`config.mk`:
```
export PLATFORM = sky130hd
export DESIGN_NAME = bcd_tick_counter
export DESIGN_NICKNAME = d
export VERILOG_FILES = /design/src/rtl/bcd_tick_counter_pkg.sv /design/src/rtl/bcd_tick_counter_digit.sv /design/src/rtl/bcd_tick_counter.sv
export SDC_FILE = /design/constraint.sdc
export NUM_CORES = 1
export LEC_CHECK = 0
export BUFFER_PORTS_ARGS = -buffer_cell sky130_fd_sc_hd__buf_2
export CAP_MARGIN = 20
export CORE_ASPECT_RATIO = 0.9
export CORE_MARGIN = 10
export CORE_UTILIZATION = 50
export CTS_CLUSTER_SIZE = 16
export DETAILED_ROUTE_END_ITERATION = 10
export GPL_TIMING_DRIVEN = 0
export PLACE_DENSITY = 0.75
export SLEW_MARGIN = 0
export SYNTH_ARGS = -nofsm -noshare
export SYNTH_HDL_FRONTEND = slang
export SYNTH_HIERARCHICAL = 1
export SYNTH_SLANG_ARGS = --single-unit
```
`constraint.sdc`:
```
create_clock -name clk -period 2.4 [get_ports clk]
set_input_delay 0.36 -clock clk [delete_from_list [all_inputs] [get_ports clk]]
set_output_delay 0.36 -clock clk [all_outputs]
set_load 0.02 [all_outputs]
```
`src/rtl/bcd_tick_counter_pkg.sv`:
```
// Shared types and constants for the BCD tick counter: control-FSM state
// encoding and BCD digit limits.
package bcd_tick_counter_pkg;

   localparam int unsigned DIGIT_W = 4;
   localparam logic [DIGIT_W-1:0] BCD_MAX = 4'd9;
   localparam logic [DIGIT_W-1:0] BCD_MIN = 4'd0;

   typedef enum logic [1:0] {
      ST_IDLE  = 2'd0,
      ST_RUN   = 2'd1,
      ST_PAUSE = 2'd2
   } state_e;

   // Non-decimal nibbles collapse to zero so the count stays valid BCD.
   function automatic logic [DIGIT_W-1:0] bcd_sanitize(input logic [DIGIT_W-1:0] n);
      return (n > BCD_MAX) ? BCD_MIN : n;
   endfunction

endpackage

```
`src/rtl/bcd_tick_counter_digit.sv`:
```
// One BCD digit: clear/load/step with a combinational carry (up) or borrow
// (down) flag that tells the next digit this one is about to roll over.
module bcd_digit
   import bcd_tick_counter_pkg::*;
(
   input  logic               clk,
   input  logic               rst,
   input  logic               clr,
   input  logic               ld,
   input  logic [DIGIT_W-1:0] ld_val,
   input  logic               step,
   input  logic               dir,
   output logic [DIGIT_W-1:0] q,
   output logic               cb_c
);

   logic [DIGIT_W-1:0] q_q;
   logic [DIGIT_W-1:0] q_d;

   assign cb_c = dir ? (q_q == BCD_MIN) : (q_q == BCD_MAX);
   assign q    = q_q;

   always_comb begin
      q_d = q_q;
      if (clr) begin
         q_d = BCD_MIN;
      end else if (ld) begin
         q_d = bcd_sanitize(ld_val);
      end else if (step) begin
         if (dir) begin
            q_d = (q_q == BCD_MIN) ? BCD_MAX : DIGIT_W'(q_q - 4'd1);
         end else begin
            q_d = (q_q == BCD_MAX) ? BCD_MIN : DIGIT_W'(q_q + 4'd1);
         end
      end
   end

   always_ff @(posedge clk) begin
      if (rst) begin
         q_q <= BCD_MIN;
      end else begin
         q_q <= q_d;
      end
   end

endmodule

```
`src/rtl/bcd_tick_counter.sv`:
```
// Tick consumer: start/stop/clear control FSM gating the tick generator, and
// an NDIG-digit up/down BCD counter with parallel load and a wrap pulse.
module bcd_tick_counter
   import bcd_tick_counter_pkg::*;
#(
   parameter int unsigned NDIG    = 4,
   parameter bit          LOAD_EN = 1'b1
) (
   input  logic              clk,
   input  logic              rst,
   input  logic              start,
   input  logic              stop,
   input  logic              clear,
   input  logic              dir,
   input  logic              load,
   input  logic [4*NDIG-1:0] load_val,
   input  logic              tick_in,
   output logic              timer_en,
   output logic [4*NDIG-1:0] count,
   output logic              wrap,
   output logic              running
);

   state_e state_q;
   state_e state_d;
   logic   run_q;
   logic   wrap_q;
   logic   wrap_d;

   logic            ld_c;
   logic            accept_c;
   logic [NDIG-1:0] step_c;
   logic [NDIG-1:0] cb_c;

   // Clear and load both swallow a coincident tick.
   assign ld_c     = LOAD_EN && load;
   assign accept_c = (state_q == ST_RUN) && tick_in && !clear && !ld_c;

   assign step_c[0] = accept_c;

   for (genvar gi = 0; gi < NDIG; gi++) begin : g_digit
      if (gi > 0) begin : g_chain
         assign step_c[gi] = step_c[gi-1] & cb_c[gi-1];
      end
      bcd_digit u_digit (
         .clk    (clk),
         .rst    (rst),
         .clr    (clear),
         .ld     (ld_c),
         .ld_val (load_val[gi*DIGIT_W +: DIGIT_W]),
         .step   (step_c[gi]),
         .dir    (dir),
         .q      (count[gi*DIGIT_W +: DIGIT_W]),
         .cb_c   (cb_c[gi])
      );
   end

   // Next state: clear beats load, load freezes state, stop beats start.
   always_comb begin
      state_d = state_q;
      wrap_d  = 1'b0;
      if (clear) begin
         state_d = ST_IDLE;
      end else if (!ld_c) begin
         case (state_q)
            ST_IDLE:  if (start && !stop) state_d = ST_RUN;
            ST_RUN:   if (stop)           state_d = ST_PAUSE;
            ST_PAUSE: if (start && !stop) state_d = ST_RUN;
            default:                      state_d = ST_IDLE;
         endcase
      end
      // Every digit stepping and rolling over means a full-range wrap.
      wrap_d = step_c[NDIG-1] & cb_c[NDIG-1];
   end

   always_ff @(posedge clk) begin
      if (rst) begin
         state_q <= ST_IDLE;
         run_q   <= 1'b0;
         wrap_q  <= 1'b0;
      end else begin
         state_q <= state_d;
         run_q   <= (state_d == ST_RUN);
         wrap_q  <= wrap_d;
      end
   end

   assign timer_en = run_q;
   assign running  = run_q;
   assign wrap     = wrap_q;

endmodule

```
==> flow_summary.json, run 1 <==
{
  "cts_hold_buf": 0,
  "grt_pass1_vias": 1668,
  "p_sw_uw": 223,
  "layout.nets": 288,
  "grt_use_total_pct": 13.8,
  "final_max_slew_viol_count": 0,
  "crit_fanout": 9,
  "critical_path_class": "reg2reg",
  "path_clk_slew_ns": 0.08,
  "clock_power_share_pct": 30.8,
  "h-tree-depth": 1,
  "firstDrtPassIters": 4,
  "hold_viol": 0,
  "wl_met3_um": 305,
  "internal-power_uw": 520,
  "peakVddDrop_mv": 0.290,
  "initial_core_util_pct": 52.1,
  "postCtsSetupBuffers": 0,
  "finalSetupViolCount": 0,
  "fp.dieH_um": 76.3,
  "via_count": 1780,
  "clk_latency_ns": 0.26,
  "seq_area_frac_synth_pct": 22.7,
  "cap_violations": 0,
  "worst_slew_pin_slew_ns": 0.479,
  "p_leak_nw": 0.878,
  "final_cell_mix": "41 x buf_2, 21 x nor2_1, 18 x dfxtp_1",
  "drive_gt1_share_pct": 27.1,
  "core-area_um2": 3380,
  "wl_per_cell_um": 14.1,
  "critPathArrivalTime_ns": 2.31,
  "ys_ff_latch": 20,
  "die-area_um2": 6300,
  "synth_edf_count": 0,
  "fin_cells": 306,
  "seqPwrFrac_pct": 47.1,
  "grt_pass1_wl_mm": 7.49,
  "cpMostUsedCell": "nor2_1",
  "netlist_instances": 220,
  "post-route-min-period_ns": 2.17,
  "gp_congestion": 0.838,
  "synth.net_count": 244,
  "rows": 20,
  "cts_tree": "done",
  "status": "complete, no violations",
  "n_antenna_cell": 0,
  "ys_warn_count": 6,
  "fin_crit_sh_pct": 90.3,
  "netlist_area_um2": 1760,
  "routed_wl_mm": 4.30,
  "die_w_um": 82.6,
  "fmaxAchievable_ghz": 0.461,
  "powerDensity_nw_per_um2": 360,
  "ys_types": 38,
  "postCtsResizedCells": 0,
  "drc_errors": 0,
  "via_per_inst": 5.82,
  "maxSlewHeadroom_pct": 68.1,
  "port_buffers": 41,
  "cts_num_sinks": 20,
  "ant_nets": 0,
  "cts_made_buffers": 3,
  "ios": 43,
  "final_common_cell": "buf_2",
  "skew_ns": 0.00167,
  "antenna_found_initial": 0,
  "startpoint_type": "register",
  "initialDrtViolationCount": 155,
  "setup_tns_ns": 0,
  "cp.required_ns": 2.54,
  "swShare_pct": 30.0,
  "slowest_stage": "a2111oi_0",
  "crit_path_end_kind": "register",
  "rsz0062_at_grt": "false",
  "hold_class": "in2reg",
  "grt_start_max_net_pins": 25,
  "placed_cells": 305,
  "crit_buf_inv": 2,
  "dr_wl_met2_mm": 1.89,
  "areaGrowthSynthToFinish_pct": 16.9,
  "cts_root_buffer": "clkbuf_8",
  "cp_slowest_stage_delay_ns": 0.37,
  "clockBufferDepth": 2,
  "p_comb_share_pct": 22.1,
  "crit_family": "simple AND/OR/NAND/NOR gates",
  "routed.top_layer": "met4",
  "wl_met1_mm": 2.09,
  "synth_ff_type": "dfxtp_1",
  "hpwl_mm": 3.10,
  "postSynthAreaPerCell_um2": 8.01,
  "async_flop_share_pct": 0,
  "grt_overflow": 0,
  "path_cells": "clkbuf_1 > and3b_1 > a21oi_1 > nor3_1 > nand2_1 > nor2_1 > clkbuf_2 > xor2_1 > nor2_1 > a2111oi_0"
}
==> metrics by stage <==
step | power [mW] | hold slack, ns | cell area [um2] | util, % | worst slack (ns)
floorplan | 0.459 | 0.431 | 1760 | - | 0.211
global placement | 0.518 | 0.633 | 2020 | 59.9 | 0.158
detailed placement | 0.521 | 0.641 | 2020 | 59.9 | 0.163
CTS | 0.749 | 0.363 | 2060 | 61.1 | 0.0882
global route | 0.775 | 0.382 | 2060 | 61.0 | 0.00219
finish | 0.742 | 0.363 | 2060 | 61.0 | 0.232
==> flip-flops by register name (all words and copies together) (netlist names) <==
signal / cells
g_digit.u_digit/q: 16
state_q: 2
running: 1
wrap: 1
==> path summary, 6_finish.rpt <==
kind	slack, ns	cells past startpoint	to	from
setup / recovery	0.23	10	g_digit[3].u_digit/q[0]	g_digit[2].u_digit/q[3]
hold / removal	0.36	3	g_digit[3].u_digit/q[0]	load_val[12]
setup reg to reg	0.23	10	g_digit[3].u_digit/q[0]	g_digit[2].u_digit/q[3]
hold reg to reg	0.58	2	g_digit[0].u_digit/q[3]	g_digit[0].u_digit/q[3]
==> power groups by stage <==
stage / clock network [mW] / registers, mW / logic, mW
3_3_place_gp: 0 / 0.355 / 0.163
2_1_floorplan: 0 / 0.364 / 0.0948
4_1_cts: 0.235 / 0.347 / 0.167
3_5_place_dp: 0 / 0.355 / 0.166
6_report: 0.229 / 0.350 / 0.164
5_1_grt: 0.239 / 0.352 / 0.184
==> worst min-delay path: cells and delay by family <==
family / cells / cell delay, ns
and+or+nand+nor: 1 / 0.04
AOI/OAI and AO/OA: 1 / 0.08
buffers and inverters: 1 / 0.09
==> kinds of logic after synthesis <==
logic type,synth area share [%]
AOI/OAI and AO/OA,25.9
and+or+nand+nor,37.4
DFF,22.7
buffers and inverters,8.03
xor gates and xnor gates,5.97
==> synthesized netlist by cell type (6+ instances only) <==
| cell type | instances | area [um2] |
|---|---|---|
| nor3_1 | 14 | 70.1 |
| nor2_1 | 21 | 78.8 |
| o21ai_0 | 8 | 40.0 |
| clkbuf_1 | 12 | 45.0 |
| dfxtp_1 | 20 | 400 |
| a21oi_1 | 8 | 40.0 |
| o211ai_1 | 8 | 60.1 |
| and3b_1 | 8 | 70.1 |
| and2_1 | 6 | 37.5 |
| nor3b_1 | 9 | 67.6 |
| xor2_1 | 12 | 105 |
| clkbuf_2 | 8 | 40.0 |
==> per-layer routing <==
metal | up-vias | GRT usage, %
met5 | - | 0
li1 | 922 | -
met2 | 39 | 22.7
met3 | 2 | 3.77
met4 | 0 | 1.51
met1 | 817 | 17.8
==> cell type report <==
type | instances | area (um2)
Inverter | 5 | 18.8
Sequential cell | 20 | 403
Buffer | 23 | 115
Timing Repair Buffer | 41 | 205
Tap cell | 44 | 55.1
Clock buffer | 3 | 41.3
Fill cell | 325 | 1320
Multi-Input combinational cell | 170 | 1220
Power figures use the tool's default switching activity.
==> inputs of run 2 (changes only) <==
--- a/config.mk
+++ b/config.mk
@@ -9,11 +9,11 @@
 export CAP_MARGIN = 20
 export CORE_ASPECT_RATIO = 0.9
 export CORE_MARGIN = 10
-export CORE_UTILIZATION = 50
+export CORE_UTILIZATION = 48
 export CTS_CLUSTER_SIZE = 16
 export DETAILED_ROUTE_END_ITERATION = 10
 export GPL_TIMING_DRIVEN = 0
-export PLACE_DENSITY = 0.75
+export PLACE_DENSITY = 0.84
 export SLEW_MARGIN = 0
 export SYNTH_ARGS = -nofsm -noshare
 export SYNTH_HDL_FRONTEND = slang
==> constraint.sdc (replaced) <==
create_clock -name clk -period 1.94 [get_ports clk]
set_input_delay 0.291 -clock clk [delete_from_list [all_inputs] [get_ports clk]]
set_output_delay 0.291 -clock clk [all_outputs]
set_load 0.02 [all_outputs]
==> run 2 against run 1 <==
Die area up 3.1%. Sequential power up 24%. Non-clock buffer count up 16. Combinational power up 43%. Wire length up 15%. Largest cell class unchanged. Highest routed layer unchanged.
==> flow_summary.json, run 2 (synthesis gave the netlist of run 1 again) <==
{
  "initial_core_util_pct": 51.0,
  "drive_gt1_share_pct": 38.4,
  "rows": 20,
  "powerDensity_nw_per_um2": 436,
  "via_count": 1954,
  "cts_made_buffers": 3,
  "port_buffers": 41,
  "drc_errors": 0,
  "antenna_found_initial": 0,
  "status": "complete, no violations",
  "cts_hold_buf": 0,
  "r2r_end": "g_digit[3].u_digit/q[0]",
  "largest_reg_flops": 16,
  "hold_viol": 0,
  "rsz0062_at_grt": "true",
  "total_power_mw": 1.00,
  "core-area_um2": 3450,
  "grt_pass1_wl_mm": 8.37,
  "initialDrtViolationCount": 141,
  "maxSlewHeadroom_pct": 66.5,
  "grt_overflow": 0,
  "cp.required_ns": 2.09,
  "hpwl_mm": 3.23,
  "fp.dieH_um": 77.5,
  "place_area_um2": 2060,
  "wl_per_cell_um": 15.3,
  "firstDrtPassIters": 4,
  "startpoint": "g_digit[2].u_digit/q[0]",
  "gp_congestion": 0.810,
  "critical_path_class": "reg2reg",
  "r2r_slack_ns": 0.04,
  "cts_tree": "done",
  "ant_nets": 0,
  "cap_violations": 0,
  "final_cell_mix": "41 x buf_2, 25 x buf_4, 21 x nor2_1",
  "cts_num_sinks": 20,
  "final_core_util_pct": 66.6,
  "clockBufferDepth": 2,
  "die_w_um": 83.9,
  "layout.nets": 304,
  "skew_ns": 0.00275,
  "areaGrowthSynthToFinish_pct": 30.5,
  "grt_start_max_net_pins": 25,
  "n_antenna_cell": 0,
  "r2r_cells": 11,
  "fin_cells": 323,
  "nFillCells": 282,
  "min_from": "load_val[0]",
  "r2r_start": "g_digit[2].u_digit/q[0]",
  "h-tree-depth": 1,
  "via_per_inst": 6.05,
  "routed_wl_mm": 4.93,
  "cp-endpoint": "g_digit[3].u_digit/q[0]",
  "finalSetupViolCount": 0,
  "startpoint_type": "register",
  "path_clk_slew_ns": 0.08,
  "crit_path_end_kind": "register",
  "final_common_cell": "buf_2",
  "fin_crit_sh_pct": 98.1,
  "post-route-min-period_ns": 1.90,
  "hold_class": "in2reg",
  "clk_latency_ns": 0.26,
  "critPathArrivalTime_ns": 2.05,
  "design_area_um2": 2300,
  "crit_fanout": 6,
  "ios": 43,
  "fmaxAchievable_ghz": 0.525,
  "placed_cells": 305,
  "grt_pass1_vias": 1830,
  "p_leak_nw": 0.997,
  "worst_slew_pin_slew_ns": 0.503,
  "cts_root_buffer": "clkbuf_8",
  "peakVddDrop_mv": 0.317,
  "die-area_um2": 6500,
  "final_max_slew_viol_count": 0,
  "grt_use_total_pct": 14.5
}
run 2: changes by cell type in the layout (fill, tap and decap cells not counted), sizes merged:
cell	previous run	this run
clkbuf	21	15
buf	46	69
run 2: timing repair:
item,CTS,global route
pin swaps,7,11
resized for setup,7,21
endpoints found under the setup margin,12,13
setup buffers,16,8
run 2: worst min-delay path by stage:
stage                                         end  slack [ns]  cells after the start
after global routing      g_digit[3].u_digit/q[0]        0.27                      3
after floorplan                           running        0.36                      1
after CTS                 g_digit[3].u_digit/q[0]        0.28                      3
final                     g_digit[0].u_digit/q[0]        0.28                      3
after detailed placement  g_digit[0].u_digit/q[0]        0.56                      3
after global placement    g_digit[0].u_digit/q[0]        0.56                      3
run 2: worst max-delay path: stages, from the launching register on:
cell and delay, ns:
dfxtp_2 0.35, buf_6 0.12, and3b_1 0.18, a21oi_2 0.04, nor3_1 0.17, nand2_1 0.11
nor2_1 0.11, buf_4 0.14, buf_4 0.11, xor2_1 0.14, nor2_1 0.05, a2111oi_0 0.27
run 2: power by group:
group	internal, mW	switching (mW)	leakage (nW)
Combinational	0.104	0.130	0.802
Clock	0.181	0.153	0.0288
Sequential	0.418	0.0169	0.166
run 2: per-stage QoR:
step,setup TNS (ns),setup WS [ns],hold WS [ns]
detailed placement,-1.55,-0.187,0.561
global route,-0.525,-0.0942,0.273
global placement,-1.24,-0.169,0.560
floorplan,-0.134,-0.0790,0.362
finish,0,0.0360,0.279
CTS,-0.00159,-0.00159,0.279
run 2: cell type report:
cell class              instances  area, um2  share of cell area, %
plain buffers                  17        100                   4.35
clock buffers                   4       55.1                   2.40
inverters                       5       18.8                  0.817
multi-input cells             170       1280                   55.6
flip-flops and latches         20        418                   18.2
well taps                      44       55.1                   2.40
repair buffers                 63        374                   16.3
run 2: per-layer routing:
layer  GRT usage, %  part of all wire, %  up-vias
met5              0                    0        -
met4           2.84                  1.0        0
met3           4.18                  6.2        8
met2           25.3                   49       51
met1           17.2                   44      930
li1               -                    -      965
